===== src/rtl/mlp_energy_classifier.sv =====
// Two-stage fixed-weight MLP classifier: 8x4b features -> 3 ReLU hidden -> 3 scores -> argmax.
// Optional build macro APPROX_ARGMAX_EN makes the argmax compare scores with 2 LSBs dropped.
module mlp_energy_classifier #(
    parameter int NUM_A    = 8,
    parameter int WIDTH_A  = 4,
    parameter int OUTWIDTH = 2
) (
    input  logic                       clk,
    input  logic                       rst_n,
    input  logic                       in_valid,
    input  logic [NUM_A*WIDTH_A-1:0]   inp,
    output logic                       out_valid,
    output logic [OUTWIDTH-1:0]        out
);

`ifdef APPROX_ARGMAX_EN
    localparam int CW = 6;
`else
    localparam int CW = 8;
`endif

    logic [NUM_A*WIDTH_A-1:0] a_q;
    logic                     v1_q;
    logic [OUTWIDTH-1:0]      out_q;
    logic                     out_valid_q;

    logic signed [6:0]    pre_s [3];
    logic [5:0]           h_s   [3];
    logic signed [7:0]    sc_s  [3];
    logic signed [7:0]    sh_s  [3];
    logic signed [CW-1:0] cmp_s [3];
    logic signed [CW-1:0] best_lo_s;
    logic [OUTWIDTH-1:0]  idx_lo_s;
    logic [OUTWIDTH-1:0]  cls_d;

    function automatic logic signed [6:0] feat(input logic [NUM_A*WIDTH_A-1:0] v, input int idx);
        return $signed({3'b000, v[idx*WIDTH_A +: WIDTH_A]});
    endfunction

    function automatic logic [5:0] relu7(input logic signed [6:0] x);
        logic [5:0] r;
        if (x[6]) begin
            r = 6'd0;
        end else begin
            r = x[5:0];
        end
        return r;
    endfunction

    // Hidden layer, output scores and comparison operands from the stage-1 registers.
    always_comb begin
        pre_s[0] = feat(a_q, 0) + feat(a_q, 1) - feat(a_q, 2);
        pre_s[1] = feat(a_q, 3) + feat(a_q, 4) - feat(a_q, 5);
        pre_s[2] = feat(a_q, 6) + feat(a_q, 7) - feat(a_q, 0);
        for (int k = 0; k < 3; k++) begin
            h_s[k] = relu7(pre_s[k]);
        end
        sc_s[0] = $signed({1'b0, h_s[0], 1'b0}) - $signed({2'b00, h_s[1]});
        sc_s[1] = $signed({1'b0, h_s[1], 1'b0}) - $signed({2'b00, h_s[2]});
        sc_s[2] = $signed({1'b0, h_s[2], 1'b0}) - $signed({2'b00, h_s[0]});
        for (int k = 0; k < 3; k++) begin
`ifdef APPROX_ARGMAX_EN
            sh_s[k]  = sc_s[k] >>> 2;
            cmp_s[k] = sh_s[k][CW-1:0];
`else
            sh_s[k]  = sc_s[k];
            cmp_s[k] = sh_s[k];
`endif
        end
    end

    // Strict-greater argmax so that ties keep the lower index.
    always_comb begin
        idx_lo_s  = (cmp_s[1] > cmp_s[0]) ? 2'd1 : 2'd0;
        best_lo_s = (cmp_s[1] > cmp_s[0]) ? cmp_s[1] : cmp_s[0];
        cls_d     = (cmp_s[2] > best_lo_s) ? 2'd2 : idx_lo_s;
    end

    // Two pipeline stages; the class output only updates on a valid result.
    always_ff @(posedge clk or negedge rst_n) begin
        if (!rst_n) begin
            a_q         <= '0;
            v1_q        <= 1'b0;
            out_q       <= 2'd0;
            out_valid_q <= 1'b0;
        end else begin
            v1_q        <= in_valid;
            out_valid_q <= v1_q;
            if (in_valid) begin
                a_q <= inp;
            end else begin
                a_q <= a_q;
            end
            if (v1_q) begin
                out_q <= cls_d;
            end else begin
                out_q <= out_q;
            end
        end
    end

    assign out       = out_q;
    assign out_valid = out_valid_q;

endmodule


===== config.mk =====
export PLATFORM = sky130hd
export DESIGN_NAME = mlp_energy_classifier
export DESIGN_NICKNAME = d
export VERILOG_FILES = /design/src/rtl/mlp_energy_classifier.sv
export SDC_FILE = /design/constraint.sdc
export NUM_CORES = 1
export LEC_CHECK = 0
export CELL_PAD_IN_SITES_DETAIL_PLACEMENT = 0
export CELL_PAD_IN_SITES_GLOBAL_PLACEMENT = 2
export CORE_ASPECT_RATIO = 1.2
export CORE_MARGIN = 2
export CORE_UTILIZATION = 35
export CTS_CLUSTER_SIZE = 14
export DETAILED_ROUTE_END_ITERATION = 8
export DONT_BUFFER_PORTS = 1
export PLACE_DENSITY = 0.83
export SETUP_SLACK_MARGIN = 0.3
export SYNTH_ARGS = -nofsm -noshare
export SYNTH_HDL_FRONTEND = slang
export SYNTH_SLANG_ARGS = --single-unit
export TNS_END_PERCENT = 10

===== constraint.sdc =====
create_clock -name clk -period 7.8 [get_ports clk]
set_input_delay 0.78 -clock clk [delete_from_list [all_inputs] [get_ports clk]]
set_output_delay 0.78 -clock clk [all_outputs]
set_load 0.01 [all_outputs]

# Yosys cells after proc, flatten, opt, wreduce, memory -nomap -nowiden
# Cells that the tools add are included.
# W data, S select, Z words.
# classes
addsub	9
n_lt_le_gt_ge	2
n_mux	6
# ops
cell	count
$sub A7 B6 Y8	3
$mux W6	3
$sub A5 B4 Y6	3
$gt A8 B8 Y1	2
$add A4 B4 Y5	3
$mux W8	1
$mux W2	1
$mux W1	1
# totals
register_bits	36
input_bits	35
out_inout_bits	3

# Longest topological paths before layout
# depth
depth_word	8
mapped_depth	32
ltp_nobuf	31

# Worst setup path after synthesis
# OpenSTA, ideal clock, no wires.
# synth_timing
path_type	register to register
start	register a_q[2]
end	register out_q[0], in the netlist out[0]
setup_time_ns	0.064
arrival_ns	5.930
required_time_ns	7.736
path_slack_ns	1.806
stages_incl_launch_ff	29
path_buffers	1
synth_period_minus_slack_ns	5.994
cell_sequence	dfrtp_1 -> fa_1 -> inv_1 -> ha_1 -> a21oi_1 -> a21boi_0 -> nor2b_1 -> or2_2 -> ha_1 -> nand2_1 -> o31a_1 -> maj3_2 -> o21bai_2 -> xnor2_1 -> ha_1 -> a21o_1 -> a211o_1 -> o22a_1 -> a21o_1 -> buf_6 -> mux2i_1 -> ha_1 -> nor2b_1 -> o21a_1 -> o21ai_0 -> a21oi_1 -> a2111oi_0 -> o22a_1 -> a31o_2
# synth_via
elab_chain_len	8
elab_cells_between_ends	13
classes_between	6 x add/sub; 2 x order compare; 5 x mux
# synth_rtl
item	line_no	text
from (decl)	22	logic [NUM_A*WIDTH_A-1:0] a_q;
from (signal assigned)	90	a_q <= inp;
from (signal assigned)	92	a_q <= a_q;
$add A4 B4 Y5	52	pre_s[0] = feat(a_q, 0) + feat(a_q, 1) - feat(a_q, 2);
$sub A5 B4 Y6	52	
$mux W6	42	if (x[6]) begin
$sub A7 B6 Y8	58	sc_s[0] = $signed({1'b0, h_s[0], 1'b0}) - $signed({2'b00, h_s[1]});
$gt A8 B8 Y1	74, 75	
$mux W8	75	best_lo_s = (cmp_s[1] > cmp_s[0]) ? cmp_s[1] : cmp_s[0];
$gt A8 B8 Y1	76	cls_d = (cmp_s[2] > best_lo_s) ? 2'd2 : idx_lo_s;
$mux W2 (*)	76	
to (signal assigned)	95	out_q <= cls_d;
to (signal assigned)	97	out_q <= out_q;
to (decl)	24	logic [OUTWIDTH-1:0] out_q;
# Every way passes the cells marked *; elsewhere a longest branch is shown, timed or not.
# A chain may end at the register's enable or synchronous reset.

# Worst setup path after layout
# Same ends and word-level chain as after synthesis.

==> out/metrics.yaml <==
layout:
  syn2layout_area_growth_pct: 6.58
  nets: 445
  final_layout_size_suffix_gt1_frac: 0.0847
  n_antenna_cell: 0
setup_path:
  slowest_stage: "fa_1"
  crit_cells: 27
  critPathMostFrequentCell: "ha_1"
  rrSetupSlack_ps: 1170
  worstRegToRegCells: 27
  worst-setup-path-type: "flop to flop"
  cp.arrival_ps: 6850
  critical_path_required_ps: 8030
  critPathMaxFanout: 6
  start_kind: "flop"
  max_stage_delay_ps: 540
  critical_path.top_delay_family: "compound AO/OA/AOI/OAI gates"
  worstSetupEndpointType: "flop"
  cp_num_buf_inv: 1
clock_network:
  clock_tree.root_cell: "clkbuf_8"
  cts_tree: "done"
  clock_latency_ps: 290
  cts_max_level: 2
  cts_hold_buf: 0
  cts_buffers: 5
  cts.clk_slew.worst_paths_ps: 70
  clock-sinks: 36
  clock_path_buffers: 2
  cts_resized: 0
  post_cts_buffers: 0
drt:
  routedWlPerCell_um: 13.3
  drt_iter0_drc: 77
  drtPass1Iterations: 4
  via_per_inst: 4.74
  vias: 2245
  drt_wl_total_um: 6290
  drc: 0
  antenna_left: 0
timing:
  tightest_slew_ps: 618
  fin_tns_setup_ps: 0
  drv_slew: 0
  grt_setup_unrepaired: "no"
  finalHoldViolations: 0
  post-route-period-util: 0.849
  slew_headroom: 0.587
  period_minus_slack_ps: 6630
  fmax_ghz: 0.151
  fin_skew_ps: 8.27
  setup_viol: 0
die:
  fp.dieW_um: 91.7
  num_rows: 38
  die-area_um2: 10000
  coreArea_um2: 9030
  initial_core_util: 0.358
  num_io_pins: 38
  die_h_um: 109
synthesis:
  synth_area_per_cell_um2: 9.13
  ys_seq_area_frac: 0.279
  synth_enable_flop_cells: 0
  syn-cell-area_um2: 3230
  ys_async_sr_fraction: 1.00
  ys_types: 45
  yosysWarnings: 0
  syn_nets: 445
  netlist_instances: 354
  ys.flop_type: "dfrtp_1"
  ys_ff_latch: 36
global_routing:
  grt_usage: 0.144
  first_global_vias: 2434
  grt.overflow.total: 0
  grt_max_degree: 53
  grt_pass1_wl_um: 11400
  grt_antenna_before_repair: 0
job:
  max-cap-violations: 0
place:
  gp_congestion: 0.897
  portBuffers: 0
  dp_hpwl_um: 5360
status:
  status: "finished clean"
min_path:
  hold_class: "input pin to async pin"
[final timing paths]
path	startpoint	end
max in group asynchronous	rst_n	a_q[2]$_DFFE_PN0P_
worst max register to register	a_q[2]$_DFFE_PN0P_	out[0]$_DFFE_PN0P_
min in group clk	v1_q$_DFF_PN0_	out_valid$_DFF_PN0_
worst min-delay path	rst_n	a_q[0]$_DFFE_PN0P_
worst min register to register	v1_q$_DFF_PN0_	out_valid$_DFF_PN0_
worst max-delay path	a_q[2]$_DFFE_PN0P_	out[0]$_DFFE_PN0P_
[layout by cell type (no fill, tap or decap), types with 2 or more instances in the layout]
cell      synthesis  final
clkbuf_8          0      7
mux2i_1           9      9
a21o_1            9      9
mux2_2           13     13
o21a_1            2      2
a21oi_1          12     12
a21boi_0          2      2
nor2_1           13     13
ha_1             41     41
nor3_1            5      5
inv_1            67     67
xor2_1            6      6
a31oi_1           2      2
o22a_1            2      2
nor2b_1           8      8
fa_1             15     15
o21ai_1           2      2
o21ai_0          28     28
xnor2_1          12     12
nand3_1           5      5
nand4_1           2      2
o211ai_1          2      2
dfrtp_1          36     36
nand2_1          26     26
maj3_2            2      2
nand2b_1          4      4
maj3_1            2      2
a211oi_1          3      3
and2_1            2      2
[stage by stage]
step | setup WS (ps) | cells | hold WS [ps] | area [um2] | utilization
2_1_floorplan | 1810 | 354 | 415 | 3230 | -
3_3_place_gp | 1380 | 467 | 441 | 3350 | 0.371
3_5_place_dp | 1280 | 467 | 430 | 3350 | 0.371
4_1_cts | 1230 | 474 | 160 | 3450 | 0.381
5_1_grt | 765 | 474 | 162 | 3450 | 0.381
6_report | 1170 | 474 | 176 | 3450 | 0.381
[per-layer routing]
metal / part of all wire / up-vias / GRT usage / wire, um
li1: - / 1166 / - / -
met1: 0.45 / 1025 / 0.175 / 2810
met2: 0.49 / 43 / 0.258 / 3100
met3: 0.038 / 11 / 0.0200 / 238
met4: 0.024 / 0 / 0.0576 / 150
met5: 0 / - / 0 / 0
[Yosys cell counts (2+ instances only)]
library cell | number | area [um2]
inv_1 | 67 | 251
ha_1 | 41 | 513
dfrtp_1 | 36 | 901
o21ai_0 | 28 | 140
nand2_1 | 26 | 97.6
fa_1 | 15 | 300
mux2_2 | 13 | 146
nor2_1 | 13 | 48.8
a21oi_1 | 12 | 60.1
xnor2_1 | 12 | 105
a21o_1 | 9 | 67.6
mux2i_1 | 9 | 90.1
nor2b_1 | 8 | 50.1
clkbuf_1 | 6 | 22.5
xor2_1 | 6 | 52.6
nand3_1 | 5 | 25.0
nor3_1 | 5 | 25.0
nand2b_1 | 4 | 25.0
a211oi_1 | 3 | 22.5
a21boi_0 | 2 | 15.0
a31oi_1 | 2 | 12.5
and2_1 | 2 | 12.5
maj3_1 | 2 | 20.0
maj3_2 | 2 | 22.5
nand4_1 | 2 | 12.5
o211ai_1 | 2 | 15.0
o21a_1 | 2 | 15.0
o21ai_1 | 2 | 10.0
o22a_1 | 2 | 17.5
[area by class of cell]
type                            instances  area (um2)
Fill cell                             956        5590
Inverter                               68         255
Sequential cell                        36         901
Tap cell                              120         150
Clock buffer                            7        96.3
Multi-Input combinational cell        243        2040
[kinds of logic (layout without fill, tap and decap cells)]
| group | count (synthesis) | count (layout) | synth area share |
|---|---|---|---|
| AO/OA/AOI/OAI | 72 | 72 | 0.139 |
| XOR/XNOR | 18 | 18 | 0.0488 |
| adder cells (fa/ha/maj) | 60 | 60 | 0.265 |
| buffers and inverters | 75 | 75 | 0.0894 |
| flip-flops | 36 | 36 | 0.279 |
| multiplexers | 22 | 22 | 0.0731 |
| AND/OR/NAND/NOR | 71 | 71 | 0.106 |
[sequential cells by signal, summed over array words and instances, names as in the netlist]
register   flops
out_valid      1
a_q           32
out            2
v1_q           1
Power is left out: the tool's default activity adds up to more than one toggle a clock period on the data nets, which glitch-free logic cannot reach.
